## config.mk

```make
export PLATFORM = sky130hd
export DESIGN_NAME = sram_wb_port
export DESIGN_NICKNAME = d
export VERILOG_FILES = /design/src/rtl/sram_wb_pkg.sv /design/src/rtl/sram_wb_clear_seq.sv /design/src/rtl/sram_wb_port.sv
export SDC_FILE = /design/constraint.sdc
export NUM_CORES = 1
export LEC_CHECK = 0
export ABC_AREA = 1
export CAP_MARGIN = 10
export CORE_AREA = 2 2 93 95
export CTS_BUF_LIST = sky130_fd_sc_hd__clkbuf_8
export DETAILED_ROUTE_END_ITERATION = 10
export DIE_AREA = 0 0 95 97
export GPL_ROUTABILITY_DRIVEN = 0
export PLACE_DENSITY = 0.84
export SYNTH_ARGS = -nofsm -noshare
export SYNTH_HDL_FRONTEND = slang
export SYNTH_SLANG_ARGS = --single-unit
```

## constraint.sdc

```tcl
create_clock -name clk -period 1.8 [get_ports clk]
set_clock_uncertainty 0.1 [all_clocks]
set_input_delay 0.18 -clock clk [delete_from_list [all_inputs] [get_ports clk]]
set_output_delay 0.18 -clock clk [all_outputs]
set_load 0.005 [all_outputs]
```

## src/rtl/sram_wb_pkg.sv

```systemverilog
// Shared definitions for the Wishbone-to-SRAM port 0 controller.
package sram_wb_pkg;

    // State encodings, kept as explicit values so waveform dumps read the same across tools.
    localparam logic [2:0] ST_INIT_ENC    = 3'd0;
    localparam logic [2:0] ST_IDLE_ENC    = 3'd1;
    localparam logic [2:0] ST_RD_WAIT_ENC = 3'd2;
    localparam logic [2:0] ST_RD_CAP_ENC  = 3'd3;
    localparam logic [2:0] ST_WR_ENC      = 3'd4;
    localparam logic [2:0] ST_ACK_ENC     = 3'd5;

    typedef enum logic [2:0] {
        ST_INIT    = ST_INIT_ENC,
        ST_IDLE    = ST_IDLE_ENC,
        ST_RD_WAIT = ST_RD_WAIT_ENC,
        ST_RD_CAP  = ST_RD_CAP_ENC,
        ST_WR      = ST_WR_ENC,
        ST_ACK     = ST_ACK_ENC
    } state_t;

    // All byte lanes enabled, used by the clear engine.
    localparam logic [3:0] WMASK_ALL = 4'hF;

    // Bus latencies in cycles from the accepting edge to the edge that raises ack.
    localparam int RD_LAT = 2;
    localparam int WR_LAT = 1;

endpackage

```

## src/rtl/sram_wb_clear_seq.sv

```systemverilog
// Word counter for the post-reset zero-fill of the SRAM array.
// The count is the address to issue this cycle; done rises on the edge that issues the last word.
module sram_wb_clear_seq #(
    parameter int ADDR_WIDTH     = 8,
    parameter bit CLEAR_ON_RESET = 1'b1
) (
    input  logic                  clk,
    input  logic                  resetn,
    input  logic                  step,
    output logic [ADDR_WIDTH-1:0] count,
    output logic                  last,
    output logic                  done
);

    assign last = &count;

    // Count issued words; without a clear the sequence is considered finished out of reset.
    always_ff @(posedge clk) begin
        if (!resetn) begin
            count <= '0;
            done  <= ~CLEAR_ON_RESET;
        end else if (step && !done) begin
            count <= count + 1'b1;
            if (last) begin
                done <= 1'b1;
            end
        end
    end

endmodule

```

## src/rtl/sram_wb_port.sv

```systemverilog
// Wishbone-classic slave driving port 0 (RW) of a 1rw1r OpenRAM macro.
// Every macro-side and bus-side output is a flop; the macro reads on the negedge after
// its capture edge, so read data is taken one full cycle after the capture edge.
//
// state      | meaning
// -----------+----------------------------------------------------------------
// ST_INIT    | zero-filling the array, one word per cycle, bus not serviced
// ST_IDLE    | waiting for cyc&stb; on accept drives the macro request
// ST_RD_WAIT | macro captures the read request this edge
// ST_RD_CAP  | macro data valid; register it and raise ack
// ST_WR      | macro captures the write this edge; raise ack
// ST_ACK     | drop ack, ignore the still-high strobe for one cycle
module sram_wb_port
    import sram_wb_pkg::*;
#(
    parameter int ADDR_WIDTH     = 8,
    parameter int DATA_WIDTH     = 32,
    parameter int NUM_WMASKS     = 4,
    parameter bit CLEAR_ON_RESET = 1'b1
) (
    input  logic                  clk,
    input  logic                  resetn,
    input  logic                  wbs_cyc_i,
    input  logic                  wbs_stb_i,
    input  logic                  wbs_we_i,
    input  logic [NUM_WMASKS-1:0] wbs_sel_i,
    input  logic [31:0]           wbs_adr_i,
    input  logic [DATA_WIDTH-1:0] wbs_dat_i,
    output logic [DATA_WIDTH-1:0] wbs_dat_o,
    output logic                  wbs_ack_o,
    output logic                  sram_csb0,
    output logic                  sram_web0,
    output logic [NUM_WMASKS-1:0] sram_wmask0,
    output logic [ADDR_WIDTH-1:0] sram_addr0,
    output logic [DATA_WIDTH-1:0] sram_din0,
    input  logic [DATA_WIDTH-1:0] sram_dout0,
    output logic                  init_done_o
);

    state_t                state;
    logic                  req;
    logic                  clr_step;
    logic [ADDR_WIDTH-1:0] clr_count;
    logic                  clr_last;
    logic                  clr_done;

    // Byte-offset bits and bits above the array alias away.
    logic unused_adr;
    assign unused_adr = ^{wbs_adr_i[31:ADDR_WIDTH+2], wbs_adr_i[1:0]};

    assign req      = wbs_cyc_i & wbs_stb_i;
    assign clr_step = (state == ST_INIT);

    sram_wb_clear_seq #(
        .ADDR_WIDTH     (ADDR_WIDTH),
        .CLEAR_ON_RESET (CLEAR_ON_RESET)
    ) u_clear_seq (
        .clk    (clk),
        .resetn (resetn),
        .step   (clr_step),
        .count  (clr_count),
        .last   (clr_last),
        .done   (clr_done)
    );

    assign init_done_o = clr_done;

    // Single FSM owning the macro request registers and the bus response registers.
    always_ff @(posedge clk) begin
        if (!resetn) begin
            state       <= CLEAR_ON_RESET ? ST_INIT : ST_IDLE;
            sram_csb0   <= 1'b1;
            sram_web0   <= 1'b1;
            sram_wmask0 <= '0;
            sram_addr0  <= '0;
            sram_din0   <= '0;
            wbs_ack_o   <= 1'b0;
            wbs_dat_o   <= '0;
        end else begin
            case (state)
                ST_INIT: begin
                    // The last word is issued on the same edge as the move to idle;
                    // idle releases csb0 on its first edge, after the macro has captured it.
                    sram_csb0   <= 1'b0;
                    sram_web0   <= 1'b0;
                    sram_wmask0 <= NUM_WMASKS'(WMASK_ALL);
                    sram_din0   <= '0;
                    sram_addr0  <= clr_count;
                    if (clr_last) begin
                        state <= ST_IDLE;
                    end
                end

                ST_IDLE: begin
                    wbs_ack_o <= 1'b0;
                    if (req) begin
                        sram_addr0  <= wbs_adr_i[ADDR_WIDTH+1:2];
                        sram_din0   <= wbs_dat_i;
                        sram_csb0   <= 1'b0;
                        sram_web0   <= ~wbs_we_i;
                        sram_wmask0 <= wbs_we_i ? wbs_sel_i : '0;
                        state       <= wbs_we_i ? ST_WR : ST_RD_WAIT;
                    end else begin
                        sram_csb0   <= 1'b1;
                        sram_web0   <= 1'b1;
                        sram_wmask0 <= '0;
                    end
                end

                ST_RD_WAIT: begin
                    sram_csb0 <= 1'b1;
                    sram_web0 <= 1'b1;
                    state     <= ST_RD_CAP;
                end

                ST_RD_CAP: begin
                    // An abandoned cycle still walks through ACK, just without the pulse.
                    wbs_dat_o <= sram_dout0;
                    wbs_ack_o <= req;
                    state     <= ST_ACK;
                end

                ST_WR: begin
                    // The write commits regardless of whether the master is still there.
                    sram_csb0   <= 1'b1;
                    sram_web0   <= 1'b1;
                    sram_wmask0 <= '0;
                    wbs_ack_o   <= req;
                    state       <= ST_ACK;
                end

                ST_ACK: begin
                    wbs_ack_o <= 1'b0;
                    state     <= ST_IDLE;
                end

                default: begin
                    sram_csb0   <= 1'b1;
                    sram_web0   <= 1'b1;
                    sram_wmask0 <= '0;
                    wbs_ack_o   <= 1'b0;
                    state       <= ST_IDLE;
                end
            endcase
        end
    end

endmodule

```

### Yosys cells after proc, flatten, opt, wreduce, memory -nomap -nowiden

Index checks and enable logic that the tools add are counted.

* register bits: 91
* input bits: 105
* output and inout bits: 80
* word-level logic and storage cells: 48

* $add $sub $neg: 1
* equal/unequal tests: 7
* muxes and demuxes: 16
* bitwise gates (word level): 2
* reductions and logical operators: 12

Operators by type and width (count)
* one-hot mux 32 bit (2 select lines): 1
* 2-to-1 mux 32 bit: 1
* one-hot mux 8 bit (2 select lines): 1
* one-hot mux 3 bit (4 select lines): 1
* one-hot mux 4 bit (3 select lines): 1
* 2-to-1 mux 3 bit: 3
* AND reduction 9 bit: 1
* adder 8 x 1 -> 8 bit, second input constant: 1
* 2-to-1 mux 4 bit: 2
* 2-to-1 mux 8 bit: 1
* AND reduction 8 bit: 1
* equality test 3 x 2 -> 1 bit, second input constant: 2
* equality test 3 bit, second input constant: 2
* one-hot mux 1 bit (3 select lines): 2
* OR reduction 2 bit: 3
* inequality test 2 bit, second input constant: 2
* AND reduction 2 bit: 2
* equality test 3 x 1 -> 1 bit, second input constant: 1
* zero test 3 bit: 1
* OR reduction 3 bit: 1
* 2-to-1 mux 1 bit: 2
* one-hot mux 1 bit (2 select lines): 1
* nonzero test 2 bit: 1
* bitwise AND 1 bit: 1
* other kinds (3): 3

### Depth between registers and ports, before layout

* depth after elaboration: 3
* mapped depth: 8

### By module

From an unflattened synthesis, not the netlist that was laid out.

* cells, all modules: 481
* area total of the unflattened synthesis: 3548.4 um^2

Modules (own cells, without submodules)
* sram_wb_port: instances 1, cells each 417, area an instance 3115.5 um^2
* sram_wb_clear_seq: instances 1, cells each 64, area an instance 432.9 um^2

### Worst setup path before layout

No wires, ideal clock.

* kind: reg-to-reg
* start: reg state[1]
* end: reg sram_web0
* setup time: 126 ps
* data arrival time: 1017 ps
* path slack: 557 ps
* stages on the path, launching flop included: 6
* path through: dfxtp_1 > inv_1 > nand2_2 > nand3_1 > a21oi_1 > nand3_1

* word-level cells in the longest chain between the ends: 3
* elaborated cells on any way between the ends: 6

RTL lines
* start, declared: line sram_wb_port.sv:40 `state_t state;`
* start signal, assigned: line sram_wb_port.sv:71 `state <= CLEAR_ON_RESET ? ST_INIT : ST_IDLE;`
* start signal, assigned: line sram_wb_port.sv:102 `state <= wbs_we_i ? ST_WR : ST_RD_WAIT;`
* equality test 3 x 2 -> 1 bit or equality test 3 bit (tied branches): line sram_wb_port.sv:80 `case (state)`
* OR reduction 2 bit (no line)
* one-hot mux 1 bit (3 select lines): line sram_wb_port.sv:80
* end signal, assigned: line sram_wb_port.sv:100 `sram_web0 <= ~wbs_we_i;`
* end, declared: line sram_wb_port.sv:32 `output logic sram_web0,`

Parallel ways exist; a longest one is shown, timed or not.
A chain may end at the register's enable or synchronous reset.

### Final worst setup path

* start: reg state[0]
* end: reg sram_addr0[3]

* word-level cells in the longest chain between the ends: 3
* elaborated cells on any way between the ends: 6

RTL lines
* equality test 3 x 1 -> 1 bit or zero test 3 bit (tied branches): line sram_wb_port.sv:80
* inequality test 2 bit (no line) or nonzero test 2 bit (tied branches)
* AND reduction 2 bit (no line)
* end signal, assigned: line sram_wb_port.sv:88 `sram_addr0 <= clr_count;`
* end signal, assigned: line sram_wb_port.sv:97 `sram_addr0 <= wbs_adr_i[ADDR_WIDTH+1:2];`
* end, declared: line sram_wb_port.sv:34 `output logic [ADDR_WIDTH-1:0] sram_addr0,`

Parallel ways exist; a longest one is shown, timed or not.

==> results.py <==
metrics = {
    "outcome": {
        "run_status": "finished clean",
    },
    "die": {
        "rows": 33,
        "die_w_um": 95,
        "core_um2": 8130,
        "ios": 185,
        "start_util_pct": 43.6,
        "die_h_um": 97,
        "dieArea_um2": 9220,
    },
    "drt": {
        "drt_iter0_drc": 191,
        "viasPerCell": 5.05,
        "dr.pass1.iters": 5,
        "wl_per_cell_um": 13.7,
        "drt_drc_violations_left": 0,
        "routed_wl_mm": 10.0,
        "vias": 3705,
        "final_antenna_net_count": 0,
    },
    "global_route": {
        "grt_max_degree": 43,
        "overflow": 0,
        "grt.total_usage_pct": 21.5,
        "grt_pass1_wl_mm": 15.8,
        "antenna_found_initial": 0,
        "grt_pass1_vias": 3514,
    },
    "clock_tree": {
        "cts_buffers": 9,
        "path_clk_slew_ns": 0.09,
        "htreeDepth": 3,
        "post_cts_buffers": 0,
        "clk_latency_ns": 0.35,
        "cts_resized": 0,
        "root_buffer": "clkbuf_8",
        "cts_tree": "done",
        "ctsHoldBuffers": 0,
        "cts.sinks": 91,
        "clk_path_buf_depth": 2,
    },
    "worst_setup_path": {
        "cp.depth": 5,
        "cpPeakStageDelay_ns": 0.53,
        "path_delay_family": "flip-flops",
        "reg2regPathDepth": 5,
        "cp-end-kind": "flop",
        "slowest_stage": "dfxtp_1",
        "critical_path.cell_chain": "inv_2 -> o21ai_4 -> inv_1 -> o21ai_0 -> nor2_1",
        "critical_path_buf_inv_count": 2,
        "critPathMaxFanout": 9,
        "critPathArrivalTime_ns": 1.75,
        "required_ns": 1.95,
        "path_class": "reg -> reg",
        "start_kind": "flop",
    },
    "pwr": {
        "p_int_mw": 2.80,
        "seqPwrFrac_pct": 56.4,
        "p_per_area_nw_per_um2": 670,
        "ir_drop_mv": 0.340,
        "power.switching_mw": 0.821,
        "switching_share_pct": 22.6,
        "share_comb_of_total_power_pct": 8.7,
        "p_leak_nw": 1.98,
        "clkPwrFrac_pct": 34.9,
    },
    "yosys": {
        "synthesis.nets": 577,
        "avgSynthCellArea_um2": 7.53,
        "yosys_warnings": 0,
        "ys_seq_area_share_pct": 51.4,
        "postSynthCellCount": 471,
        "yosys-top-cells-area": "dfxtp_1 (51%), nor2_1 (10%), nand2_1 (9.4%), a21oi_1 (6.5%), o21ai_0 (6.5%)",
        "yosysTopAreaCell": "dfxtp_1",
        "synth_top_area_share_pct": 51.4,
        "synth_cell_type_count": 20,
        "syn_area_um2": 3550,
        "ys_ff_latch": 91,
    },
    "placement": {
        "dpl_cell_area_um2": 5230,
        "dp_hpwl_mm": 7.22,
        "dp_cells": 718,
        "port_buffers": 160,
    },
    "worst_hold_path": {
        "whs_path_depth": 3,
        "min_path_type": "in -> reg",
    },
    "timing": {
        "slew_headroom_pct": 70.2,
        "setup_viol": 0,
        "worst_pin_slew_ns": 0.447,
        "fin_crit_sh_pct": 89.2,
        "post-route-min-period_ns": 1.61,
        "grt_setup_unrepaired": "false",
        "hold_viol_final": 0,
        "max_freq_mhz": 623,
        "setup_tns_ns": 0,
        "slew_violations": 0,
    },
    "finish": {
        "syn_to_final_growth_pct": 52.6,
        "utilization_pct": 66.5,
        "n_antenna_cell": 0,
        "layoutNonFillerInstCount": 734,
        "final_cell_mix": "clkdlybuf4s50_1 (160), nor2_1 (98), dfxtp_1 (91), nand2_1 (89)",
        "fin_nets": 730,
        "drive_gt1_share_pct": 5.72,
        "design_area_um2": 5410,
        "layout_commonest_cell": "clkdlybuf4s50_1",
    },
    "job": {
        "max_cap_violations": 0,
    },
}
[worst paths after layout]
path / from / endpoint / slack [ns]
worst max-delay path: state[0]$_SDFFE_PN0P_ / sram_addr0[3]$_SDFFE_PN0P_ / 0.19
worst min-delay path: wbs_dat_i[1] / sram_din0[1]$_SDFFE_PN0P_ / 0.29
worst max register to register: state[0]$_SDFFE_PN0P_ / sram_addr0[3]$_SDFFE_PN0P_ / 0.19
worst min register to register: sram_wmask0[2]$_SDFFE_PN0N_ / sram_wmask0[2]$_SDFFE_PN0N_ / 0.36
[cell usage after synthesis]
cell,n
buf_4,2
or2_2,1
clkbuf_1,12
nor2_1,98
buf_2,9
o21ai_2,1
nand3_1,45
nor2_4,3
dfxtp_1,91
ha_1,1
nand3_4,2
nand2_2,4
buf_6,4
o21ai_1,1
a21oi_1,46
nand2_1,89
clkinv_1,1
inv_2,2
o21ai_0,46
inv_1,13
[layer usage]
| metal | GRT usage [%] | wire (um) | vias up |
|---|---|---|---|
| met5 | 0 | 0 | - |
| met4 | 11.5 | 352 | 0 |
| met3 | 4.36 | 596 | 30 |
| met2 | 38.0 | 5110 | 130 |
| met1 | 23.6 | 3980 | 1714 |
| li1 | - | - | 1831 |
[power by group through the flow]
stage | clock [mW] | sequential, mW | combinational, mW
floorplan | 0 | 2.09 | 0.0910
detailed placement | 0 | 2.09 | 0.313
global placement | 0 | 2.09 | 0.308
CTS | 1.29 | 2.04 | 0.316
global route | 1.38 | 2.05 | 0.342
finish | 1.27 | 2.04 | 0.317
[kinds of logic after synthesis]
kind of cell | synth area share (%)
buffers and inverters | 5.93
AND/OR/NAND/NOR | 29.0
flip-flops | 51.4
AO/OA/AOI/OAI | 13.4
adder cells (fa/ha/maj) | 0.353
[through the flow]
stage               hold slack, ns  worst slack, ns  total power, mW
finish                       0.288            0.194             3.63
detailed placement           0.353           0.0884             2.40
global route                 0.290           0.0413             3.77
global placement             0.340            0.113             2.40
floorplan                    0.243            0.557             2.18
CTS                          0.277            0.211             3.65
[state kept, by name, indices dropped and copies added (netlist names)]
signal	cells
wbs_ack_o	1
sram_csb0	1
state	3
u_clear_seq.done	1
wbs_dat_o	32
sram_wmask0	4
sram_web0	1
u_clear_seq.count	8
sram_din0	32
sram_addr0	8
[worst reg2reg max path, stage by stage (launching register included)]
cell and delay (ns):
dfxtp_1 0.53, inv_2 0.19, o21ai_4 0.26, inv_1 0.17
o21ai_0 0.20, nor2_1 0.06
[layout make-up]
cell class	count	area, um^2
fill	672	2720
sequential	91	1820
timing repair buffer	169	1690
multi-input combinational	337	1520
clock buffer	11	151
tap	105	131
inverter	16	60.1
clock inverter	5	30.0
(Power assumes the default switching activity.)
